## src/rtl/sseg_scan_driver_if.sv

```systemverilog
// Signal bundle between a value source and the seven-segment scan driver.
interface sseg_scan_driver_if #(
  parameter int unsigned NUM_W  = 16,
  parameter int unsigned DIGITS = 5
);
  logic [NUM_W-1:0]  num;
  logic              en;
  logic              blank_en;
  logic [DIGITS-1:0] dp_mask;
  logic [0:6]        sseg;
  logic              dp;
  logic [DIGITS-1:0] an;
  logic              ovf;
  logic              conv_done;

  modport master (
    output num, en, blank_en, dp_mask,
    input  sseg, dp, an, ovf, conv_done
  );

  modport slave (
    input  num, en, blank_en, dp_mask,
    output sseg, dp, an, ovf, conv_done
  );
endinterface

```

## src/rtl/sseg_scan_driver.sv

```systemverilog
// Multiplexed common-anode seven-segment driver: a free-running double-dabble
// engine converts num to BCD, and a prescaled scanner walks the digits with
// leading-zero blanking, per-digit decimal points and overflow dashes.
module sseg_scan_driver #(
  parameter int unsigned NUM_W    = 16,
  parameter int unsigned DIGITS   = 5,
  parameter int unsigned PRESCALE = 16
) (
  input logic               clk,
  input logic               rst,
  sseg_scan_driver_if.slave bus
);

  localparam int unsigned NI = (NUM_W + 2) / 3;
  localparam int unsigned BW = 4 * NI;
  localparam int unsigned DW = 4 * DIGITS;
  localparam int unsigned XW = (NI > DIGITS) ? BW : DW;
  localparam int unsigned CW = $clog2(NUM_W + 1);
  localparam int unsigned PW = $clog2(PRESCALE);
  localparam int unsigned IW = (DIGITS > 1) ? $clog2(DIGITS) : 1;

  localparam logic [0:6] SEG_BLANK = 7'b1111111;
  localparam logic [0:6] SEG_DASH  = 7'b1111110;

  typedef enum logic [1:0] {
    CAPTURE,
    SHIFT,
    COMMIT
  } conv_state_t;

  conv_state_t state_q, state_d;

  logic [NUM_W-1:0]  bin_q;
  logic [BW-1:0]     bcd_q;
  logic [BW-1:0]     bcd_adj;
  logic [XW-1:0]     bcd_ext;
  logic [CW-1:0]     cnt_q;
  logic [DW-1:0]     disp_q, disp_d;
  logic              ovf_q, ovf_d;
  logic              done_q;

  logic [PW-1:0]     presc_q;
  logic [IW-1:0]     idx_q;
  logic [DIGITS-1:0] upper_zero;
  logic              zero_run;
  logic [3:0]        cur_nib;
  logic              blank;
  logic [0:6]        seg_d;

  logic [0:6]        sseg_q;
  logic              dp_q;
  logic [DIGITS-1:0] an_q;

  // Active-low segment patterns a..g for decimal digits; other codes go dark.
  function automatic logic [0:6] seg_decode(input logic [3:0] v);
    case (v)
      4'd0:    seg_decode = 7'b0000001;
      4'd1:    seg_decode = 7'b1001111;
      4'd2:    seg_decode = 7'b0010010;
      4'd3:    seg_decode = 7'b0000110;
      4'd4:    seg_decode = 7'b1001100;
      4'd5:    seg_decode = 7'b0100100;
      4'd6:    seg_decode = 7'b0100000;
      4'd7:    seg_decode = 7'b0001111;
      4'd8:    seg_decode = 7'b0000000;
      4'd9:    seg_decode = 7'b0000100;
      default: seg_decode = SEG_BLANK;
    endcase
  endfunction

  // Conversion state register.
  always_ff @(posedge clk) begin
    if (!rst) state_q <= CAPTURE;
    else      state_q <= state_d;
  end

  // Conversion sequencing: capture, NUM_W shift steps, commit, repeat.
  always_comb begin
    state_d = state_q;
    case (state_q)
      CAPTURE: state_d = SHIFT;
      SHIFT:   if (cnt_q == CW'(NUM_W - 1)) state_d = COMMIT;
      COMMIT:  state_d = CAPTURE;
      default: state_d = CAPTURE;
    endcase
  end

  // Add-3 correction on every BCD nibble that would overflow when doubled.
  always_comb begin
    bcd_adj = bcd_q;
    for (int unsigned i = 0; i < NI; i++) begin
      if (bcd_q[4*i +: 4] >= 4'd5) bcd_adj[4*i +: 4] = bcd_q[4*i +: 4] + 4'd3;
    end
  end

  // Split the finished BCD into the visible digits and the overflow digits.
  always_comb begin
    bcd_ext = XW'(bcd_q);
    disp_d  = bcd_ext[DW-1:0];
    ovf_d   = |(bcd_ext >> DW);
  end

  // Double-dabble datapath and result commit.
  always_ff @(posedge clk) begin
    if (!rst) begin
      bin_q  <= '0;
      bcd_q  <= '0;
      cnt_q  <= '0;
      disp_q <= '0;
      ovf_q  <= 1'b0;
      done_q <= 1'b0;
    end else begin
      done_q <= 1'b0;
      case (state_q)
        CAPTURE: begin
          bin_q <= bus.num;
          bcd_q <= '0;
          cnt_q <= '0;
        end
        SHIFT: begin
          bin_q <= {bin_q[NUM_W-2:0], 1'b0};
          // The top adjusted bit can never be set for an in-range input.
          bcd_q <= BW'({bcd_adj, bin_q[NUM_W-1]});
          cnt_q <= cnt_q + CW'(1);
        end
        COMMIT: begin
          disp_q <= disp_d;
          ovf_q  <= ovf_d;
          done_q <= 1'b1;
        end
        default: ;
      endcase
    end
  end

  // Slot timer and digit index walking 0..DIGITS-1.
  always_ff @(posedge clk) begin
    if (!rst) begin
      presc_q <= '0;
      idx_q   <= '0;
    end else if (presc_q == PW'(PRESCALE - 1)) begin
      presc_q <= '0;
      idx_q   <= (idx_q == IW'(DIGITS - 1)) ? '0 : idx_q + IW'(1);
    end else begin
      presc_q <= presc_q + PW'(1);
    end
  end

  // upper_zero[i] is set when digit i and every digit above it are zero.
  always_comb begin
    upper_zero = '0;
    zero_run   = 1'b1;
    for (int unsigned k = 0; k < DIGITS; k++) begin
      zero_run = zero_run & (disp_q[4*(DIGITS-1-k) +: 4] == 4'd0);
      upper_zero[DIGITS-1-k] = zero_run;
    end
  end

  // Segment pattern for the active digit; overflow dashes win over blanking.
  always_comb begin
    cur_nib = disp_q[4*idx_q +: 4];
    blank   = bus.blank_en && (idx_q != '0) && upper_zero[idx_q];
    if (ovf_q)      seg_d = SEG_DASH;
    else if (blank) seg_d = SEG_BLANK;
    else            seg_d = seg_decode(cur_nib);
  end

  // Registered pin drivers so anode, segments and point switch together.
  always_ff @(posedge clk) begin
    if (!rst) begin
      sseg_q <= SEG_BLANK;
      dp_q   <= 1'b1;
      an_q   <= '1;
    end else begin
      sseg_q <= seg_d;
      dp_q   <= ~bus.dp_mask[idx_q];
      an_q   <= bus.en ? ~(DIGITS'(1) << idx_q) : '1;
    end
  end

  assign bus.sseg      = sseg_q;
  assign bus.dp        = dp_q;
  assign bus.an        = an_q;
  assign bus.ovf       = ovf_q;
  assign bus.conv_done = done_q;

endmodule

```

## src/flat_wrapper.sv

```systemverilog
// flat-port wrapper written by rule: the top's interface ports become plain ports
module sseg_scan_driver_flat 
#(
  parameter int unsigned NUM_W    = 16,
  parameter int unsigned DIGITS   = 5,
  parameter int unsigned PRESCALE = 16
)
  (clk, rst, bus_num, bus_en, bus_blank_en, bus_dp_mask, bus_sseg, bus_dp, bus_an, bus_ovf, bus_conv_done);
  sseg_scan_driver_if #(.NUM_W(NUM_W), .DIGITS(DIGITS)) bus_i ();
  input logic clk;
  input logic rst;
  input wire logic [$bits(bus_i.num)-1:0] bus_num;
  input wire logic [$bits(bus_i.en)-1:0] bus_en;
  input wire logic [$bits(bus_i.blank_en)-1:0] bus_blank_en;
  input wire logic [$bits(bus_i.dp_mask)-1:0] bus_dp_mask;
  output wire logic [$bits(bus_i.sseg)-1:0] bus_sseg;
  output wire logic [$bits(bus_i.dp)-1:0] bus_dp;
  output wire logic [$bits(bus_i.an)-1:0] bus_an;
  output wire logic [$bits(bus_i.ovf)-1:0] bus_ovf;
  output wire logic [$bits(bus_i.conv_done)-1:0] bus_conv_done;
  assign bus_i.num = bus_num;
  assign bus_i.en = bus_en;
  assign bus_i.blank_en = bus_blank_en;
  assign bus_i.dp_mask = bus_dp_mask;
  assign bus_sseg = bus_i.sseg;
  assign bus_dp = bus_i.dp;
  assign bus_an = bus_i.an;
  assign bus_ovf = bus_i.ovf;
  assign bus_conv_done = bus_i.conv_done;
  sseg_scan_driver #(.NUM_W(NUM_W), .DIGITS(DIGITS), .PRESCALE(PRESCALE)) u_core (.clk(clk), .rst(rst), .bus(bus_i));
endmodule
```

## config.mk

```make
export PLATFORM = sky130hd
export DESIGN_NAME = sseg_scan_driver_flat
export DESIGN_NICKNAME = d
export VERILOG_FILES = /design/src/rtl/sseg_scan_driver_if.sv /design/src/rtl/sseg_scan_driver.sv /design/src/flat_wrapper.sv
export SDC_FILE = /design/constraint.sdc
export NUM_CORES = 1
export LEC_CHECK = 0
export ABC_CLOCK_PERIOD_IN_PS = 4800
export CELL_PAD_IN_SITES_DETAIL_PLACEMENT = 0
export CELL_PAD_IN_SITES_GLOBAL_PLACEMENT = 1
export CORE_MARGIN = 1
export CORE_UTILIZATION = 47
export DETAILED_ROUTE_END_ITERATION = 8
export GPL_ROUTABILITY_DRIVEN = 0
export PLACE_DENSITY_LB_ADDON = 0.1
export SLEW_MARGIN = 20
export SYNTH_ARGS = -nofsm -noshare
export SYNTH_HDL_FRONTEND = slang
export SYNTH_SLANG_ARGS = --single-unit
```

## constraint.sdc

```tcl
create_clock -name clk -period 4.8 [get_ports clk]
set_input_delay 0.96 -clock clk [delete_from_list [all_inputs] [get_ports clk]]
set_output_delay 0.96 -clock clk [all_outputs]
set_load 0.02 [all_outputs]
```

==> summary.txt, run 1 <==
STA
  – Setup_tns: 0 ps
  – RSZ-0062 raised after global routing: false
  – Endpoints failing hold: 0
  – Count of pins over their slew limit: 0
  – Worst hold slack: 476 ps
  – Final worst slack: 2120 ps
  – Min cycle time layout: 2680 ps
  – Skew final: 8.86 ps
  – Tcrit/Tclk final: 0.558
  – F_max: 373 MHz
  – Setup-failing EPs final: 0
  – Relative slew slack: 0.376
  – Tightest Pin Transition: 934 ps

CTS
  – Post-CTS setup buffers: 0
  – Root Buffer: clkbuf_8
  – Hold Buf Count CTS: 0
  – Cts bufs inserted: 9
  – Max Root-Sink Buffers: 2
  – Clock sink count: 89
  – Clk_lat worst skew: 350 ps
  – PostCTS Resize Cnt: 0
  – CTS clk-pin slew, worst paths: 80 ps
  – TritonCTS clock tree: done
  – H-tree depth: 3

Routing
  – Final ANT Viol Nets: 0
  – DR DRC count: 0
  – DRT iter0 DRCs: 143
  – WL/cell: 13.8 µm
  – WL met2: 3.72 mm
  – Vias/cell: 5.29
  – DRT Pass-1 Iters: 6
  – Highest routed layer: met4
  – Met3 WL post-DR: 233 µm
  – Drt total wl: 8.58 mm
  – Vias after detailed routing: 3294
  – M1 WL: 4.54 mm

Setup path
  – Critical Path Stages: 4
  – Crit path launch type: input port
  – Reg2Reg Launch Point: u_core.idx_q[0]$_SDFFE_PN0P_
  – Crit. End Element: flop
  – Worst setup path start: rst
  – Reg2reg setup slack: 2140 ps
  – WP buf/inv: 1
  – Worst Path Required: 5100 ps
  – Critical path class: in2reg
  – Worst path cell trace: clkdlybuf4s50_1, nand2_1, o31ai_1, a32o_1
  – Crit path to: u_core.bcd_ext[23]$_SDFFE_PN0P_
  – CP delay by family, top: buffers and inverters
  – CP Max Fanout: 24
  – CP peak stage delay: 790 ps
  – Cells on worst reg2reg path: 7
  – R2r endpoint: u_core.bus.sseg[6]$_SDFF_PN1_
  – Slowest CP cell: clkdlybuf4s50_1
  – Crit path DAT: 2980 ps

Floorplanning
  – Full die area: 9450 µm²
  – IO Count: 40
  – FP Rows: 34
  – Starting Density: 0.486
  – Chip width: 97.2 µm
  – Core Area: 8760 µm²
  – Die height: 97.2 µm

Global route
  – First-pass GRT wire length: 14.8 mm
  – Initial antenna violation count: 0
  – Vias in the first global route: 3038
  – Largest net degree at the start of global routing: 50
  – GRT Total Usage: 0.192
  – Total grt overflow: 0

Placed design
  – Placed Area: 4660 µm²
  – Number of port buffers: 39
  – Pre-CTS setup slack: 1740 ps
  – HPWL after DPL: 5.83 mm
  – # placed instances: 607

Yosys
  – Post-Syn Area: 4260 µm²
  – Netlist cell types: 51
  – Synth top cells by count: dfxtp_1, a21oi_1, nand2_1, nor2_1, ha_1
  – Post-synth top area cell: dfxtp_1
  – Ys async rst share: 0
  – Top FF cell, synth: dfxtp_1
  – Avg Inst Size Synth: 8.79 µm²
  – Cells after synthesis: 485
  – YS warnings: 0
  – Synth top area share: 0.418
  – Sequential fraction of the synthesis area: 0.418
  – Most common cell in the netlist: dfxtp_1
  – Area contributors post-synth: dfxtp_1, ha_1, a21oi_1
  – Syn Nets: 537
  – Yosys reg bits: 89
  – Number of enable flip-flop cells after synthesis: 0

Run
  – Number of max-cap violations: 0

Power
  – PwrDens: 308 nW/µm²
  – Share of power burned in registers: 0.501
  – Clock power share: 0.443
  – Sw Share: 0.210
  – Psw: 0.000319 W
  – Combinational group share of total power: 0.056
  – Pleak: 1.85 nW
  – Worst vdd ir: 162 µV
  – Int Pwr: 0.00120 W

Layout
  – Layout cells sized above 1: 0.0583
  – Post-route cell area: 4930 µm²
  – Layout Cells excl Fill: 623
  – Diode count: 0
  – Nets: 562
  – Area Growth Syn to Fin: 15.6%

Min path
  – Worst Hold Class: reg2reg
  – Hold path startpoint: u_core.disp_q[14]$_SDFFE_PN0P_

Outcome
  – Outcome: completed
-- layout make-up --
type	instances	area (µm²)
Clock buffer	10	128
Clock inverter	6	139
Multi-Input combinational cell	346	2230
Sequential cell	89	1780
Timing Repair Buffer	43	420
Tap cell	108	135
Inverter	21	91.3
Fill cell	835	3840
-- cell families (layout without fill, tap and decap cells) --
family | Yosys count | after routing | share of synthesized area
flip-flops | 89 | 89 | 0.418
multiplexers | 25 | 25 | 0.0628
AO/OA/AOI/OAI | 127 | 127 | 0.194
AND/OR/NAND/NOR | 154 | 154 | 0.160
XOR/XNOR | 13 | 13 | 0.0267
adder cells (fa/ha/maj) | 27 | 27 | 0.0793
buffers and inverters | 50 | 80 | 0.0584
-- sequential cells by signal, indices dropped and copies added (netlist names) --
register / cells
u_core.bus.ovf: 1
u_core.idx_q: 3
u_core.bin_q: 16
u_core.bus.sseg: 7
u_core.cnt_q: 5
u_core.disp_q: 20
u_core.state_q: 2
u_core.bus.conv_done: 1
u_core.bcd_ext: 24
u_core.presc_q: 4
u_core.bus.an: 5
u_core.bus.dp: 1
-- layer usage --
| metal | vias to the layer above | global-route usage |
|---|---|---|
| li1 | 1732 | - |
| met1 | 1516 | 0.272 |
| met2 | 42 | 0.289 |
| met3 | 4 | 0.0345 |
| met4 | 0 | 0.0769 |
| met5 | - | 0 |
-- stage by stage --
step                total power, W  utilization
detailed placement        0.000863        0.532
floorplan                 0.000826            -
global placement          0.000861        0.532
CTS                        0.00153        0.562
global route               0.00158        0.562
finish                     0.00152        0.562
-- tightest hold or removal path: stages (launching register included) --
cell and delay (ps):
dfxtp_1 330, nand2_1 60, a21oi_1 50
-- cell usage in the layout, fill, tap and decap left out, types with 6 or more instances in the layout --
master / n
nand2b_1: 9
a211oi_1: 7
o21ai_0: 15
mux2i_1: 23
nor3_1: 7
nor2_1: 54
inv_1: 20
nand2_1: 57
dfxtp_1: 89
xnor2_1: 8
a21oi_1: 60
o22ai_1: 7
clkbuf_8: 9
ha_1: 27
clkdlybuf4s50_1: 39
a32o_1: 6
o32ai_1: 6
o31ai_1: 7
-- how the worst min path moves through the flow --
stage | end | slack (ps) | cells after the start
floorplan | u_core.presc_q[0]$_SDFF_PP0_ | 430 | 1
global placement | u_core.presc_q[0]$_SDFF_PP0_ | 440 | 1
detailed placement | u_core.presc_q[0]$_SDFF_PP0_ | 460 | 1
CTS | u_core.disp_q[14]$_SDFFE_PN0P_ | 480 | 2
global route | u_core.disp_q[14]$_SDFFE_PN0P_ | 500 | 2
finish | u_core.disp_q[14]$_SDFFE_PN0P_ | 480 | 2
-- power groups by stage --
stage,combinational [W],sequential (W),clock [W]
2_1_floorplan,0.0000444,0.000781,0
3_3_place_gp,0.0000837,0.000778,0
3_5_place_dp,0.0000850,0.000778,0
4_1_cts,0.0000856,0.000761,0.000685
5_1_grt,0.0000943,0.000763,0.000724
6_report,0.0000844,0.000761,0.000672
(Power assumes the default switching activity.)
==> inputs of run 2 (changes only) <==
Settings changed: ABC_CLOCK_PERIOD_IN_PS 4800 to 2500, CORE_UTILIZATION 47 to 44.
Clock period 4.8 ns to 2.5 ns, I/O delays scaled along.
==> summary.txt, run 2 (synthesis gave the netlist of run 1 again) <==
Outcome
  – Outcome: completed

Layout
  – # fillers: 900 (+7.8%)
  – Layout cells sized above 1: 0.0763 (+0.0181)
  – Nets: 572 (+1.8%)
  – Multi-input gate area: 2230 µm² (unchanged)
  – Area Growth Syn to Fin: 16.5%
  – Seq. cell area: 1780 µm² (unchanged)
  – Commonest non-fill, non-tap cells in the layout: dfxtp_1, a21oi_1, nand2_1, nor2_1, clkdlybuf4s50_1
  – Max reg flops: 24 (unchanged)
  – Diode count: 0 (unchanged)
  – Commonest non-fill, non-tap cell in the layout: dfxtp_1

Routing
  – WL/cell: 13.2 µm (-3.8%)
  – Vias after detailed routing: 3353 (+1.8%)
  – Final ANT Viol Nets: 0 (unchanged)
  – DRT iter0 DRCs: 144 (+0.70%)
  – Vias/cell: 5.13 (-2.9%)
  – Drt total wl: 8.65 mm (+0.79%)
  – DR DRC count: 0 (unchanged)
  – DRT Pass-1 Iters: 4 (-2)

Min path
  – Worst Hold Class: reg2reg
  – Hold Path Stages: 2 (unchanged)

Floorplanning
  – Chip width: 100 µm (+3.3%)
  – Core Area: 9330 µm² (+6.4%)
  – Full die area: 10100 µm² (+6.7%)
  – Die height: 100 µm (+3.3%)
  – FP Rows: 35 (+2.9%)
  – Starting Density: 0.457 (-0.0294)
  – IO Count: 40 (unchanged)

CTS
  – PostCTS Resize Cnt: 0 (unchanged)
  – Clock sink count: 89 (unchanged)
  – Root Buffer: clkbuf_8
  – Post-CTS setup buffers: 0 (unchanged)
  – Max Root-Sink Buffers: 2 (unchanged)
  – Clk_lat worst skew: 360 ps (about the same)
  – CTS clk-pin slew, worst paths: 90 ps (about the same)
  – TritonCTS clock tree: done
  – H-tree depth: 3 (unchanged)
  – Hold Buf Count CTS: 0 (unchanged)
  – Cts bufs inserted: 9 (unchanged)

Power
  – Pleak: 1.87 nW (+0.94%)
  – Clock power share: 0.377 (-0.066)
  – Sw Share: 0.236 (+0.0263)
  – Combinational group share of total power: 0.064 (+0.008)
  – Psw: 0.000617 W (+94%)
  – PwrDens: 526 nW/µm² (+71%)
  – Share of power burned in registers: 0.559 (+0.058)
  – Worst vdd ir: 221 µV (+37%)
  – Int Pwr: 0.00200 W (+66%)

STA
  – Endpoints failing hold: 0 (unchanged)
  – Setup-failing EPs final: 0 (unchanged)
  – Final worst slack: 370 ps (-1750 ps)
  – Relative slew slack: 0.555 (+0.179)
  – RSZ-0062 raised after global routing: false
  – Setup_tns: 0 ps (unchanged)
  – Min cycle time layout: 2130 ps
  – Tightest Pin Transition: 666 ps (-268 ps)
  – Skew final: 9.54 ps (+0.675 ps)
  – Count of pins over their slew limit: 0 (unchanged)
  – Tcrit/Tclk final: 0.852
  – F_max: 469 MHz

Placed design
  – HPWL after DPL: 6.16 mm (+5.8%)
  – Number of port buffers: 39 (unchanged)
  – Pre-CTS setup slack: 361 ps (-1380 ps)

Setup path
  – Cells on worst reg2reg path: 9 (+2)
  – Slowest CP cell: o32ai_4
  – Worst setup path start: u_core.idx_q[0]$_SDFFE_PN0P_
  – R2r endpoint: u_core.bus.sseg[3]$_SDFF_PP1_
  – Crit path DAT: 2360 ps (-620 ps)
  – Worst path cell trace: buf_4, nor2b_2, a211oi_1, o32ai_4, inv_1, ha_1, inv_1, a211oi_1, o21ai_1
  – Critical path class: reg2reg
  – Crit. End Element: flop
  – Reg2reg setup slack: 370 ps (-1770 ps)
  – CP peak stage delay: 440 ps (-350 ps)
  – Crit path to: u_core.bus.sseg[3]$_SDFF_PP1_
  – Reg2Reg Launch Point: u_core.idx_q[0]$_SDFFE_PN0P_
  – Worst Path Required: 2730 ps (-2370 ps)
  – Crit path launch type: flop
  – CP Max Fanout: 8 (-67%)

Global route
  – Initial antenna violation count: 0 (unchanged)
  – First-pass GRT wire length: 14.6 mm (-1.2%)
  – Vias in the first global route: 3057 (+0.63%)
  – GRT Total Usage: 0.184 (-0.00826)
  – Total grt overflow: 0 (unchanged)
  – Largest net degree at the start of global routing: 29 (-42%)

Run
  – Number of max-cap violations: 0 (unchanged)
-- run 2: cell types whose count changed in the layout (fill, tap and decap cells not counted) --
| cell | previous run | this run |
|---|---|---|
| bufinv_16 | 4 | 1 |
| buf_4 | 4 | 13 |
| inv_8 | 1 | 0 |
| inv_6 | 0 | 2 |
| clkinv_2 | 0 | 1 |
| buf_12 | 0 | 1 |
| clkbuf_1 | 1 | 0 |
| clkinvlp_4 | 1 | 2 |
-- run 2: how the worst min path moves through the flow --
stage / from / to
2_1_floorplan: u_core.presc_q[0]$_SDFF_PP0_ / u_core.presc_q[0]$_SDFF_PP0_
3_3_place_gp: u_core.presc_q[0]$_SDFF_PP0_ / u_core.presc_q[0]$_SDFF_PP0_
3_5_place_dp: u_core.disp_q[2]$_SDFFE_PN0P_ / u_core.disp_q[2]$_SDFFE_PN0P_
4_1_cts: u_core.disp_q[2]$_SDFFE_PN0P_ / u_core.disp_q[2]$_SDFFE_PN0P_
5_1_grt: u_core.disp_q[2]$_SDFFE_PN0P_ / u_core.disp_q[2]$_SDFFE_PN0P_
6_report: u_core.disp_q[4]$_SDFFE_PN0P_ / u_core.disp_q[4]$_SDFFE_PN0P_
-- run 2: power by group through the flow --
| stage | registers, W | clock network [W] | logic (W) |
|---|---|---|---|
| global route | 0.00147 | 0.00109 | 0.000185 |
| detailed placement | 0.00150 | 0 | 0.000168 |
| global placement | 0.00149 | 0 | 0.000166 |
| floorplan | 0.00150 | 0 | 0.0000853 |
| finish | 0.00146 | 0.000984 | 0.000167 |
| CTS | 0.00146 | 0.00102 | 0.000169 |
-- run 2: metrics by stage --
stage          area [µm²]  hold WS, ps  std cells  utilization  total power [W]
3_5_place_dp         4770          463        638        0.512          0.00166
3_3_place_gp         4770          444        638        0.512          0.00166
5_1_grt              4960          496        653        0.532          0.00274
6_report             4960          477        653        0.532          0.00261
4_1_cts              4960          475        653        0.532          0.00265
2_1_floorplan        4260          430        485            -          0.00159
-- run 2: routing by layer --
layer,track usage,part of all wire
met1,0.252,0.52
met5,0,0
met4,0.0825,0.020
met3,0.0258,0.030
met2,0.286,0.43
-- run 2: layout make-up --
class                   instances  share of cell area
repair buffers                 53               0.102
inverters                      21              0.0184
multi-input cells             346               0.449
clock inverters                 6              0.0136
flip-flops and latches         89               0.359
well taps                     129              0.0325
clock buffers                   9              0.0249
-- run 2: critical path, delay by kind of cell, from the launching register on --
| family | cells | cell delay (ps) |
|---|---|---|
| compound gates | 4 | 800 |
| fa+ha+maj | 1 | 320 |
| buf+inv | 3 | 380 |
| flops | 1 | 400 |
| simple gates | 1 | 100 |
==> inputs of run 3 (changes only) <==
Settings changed: CTS_CLUSTER_SIZE set to 8.
==> results of run 3 <==
The final DEF is identical to that of run 2; final timing and power are the same.
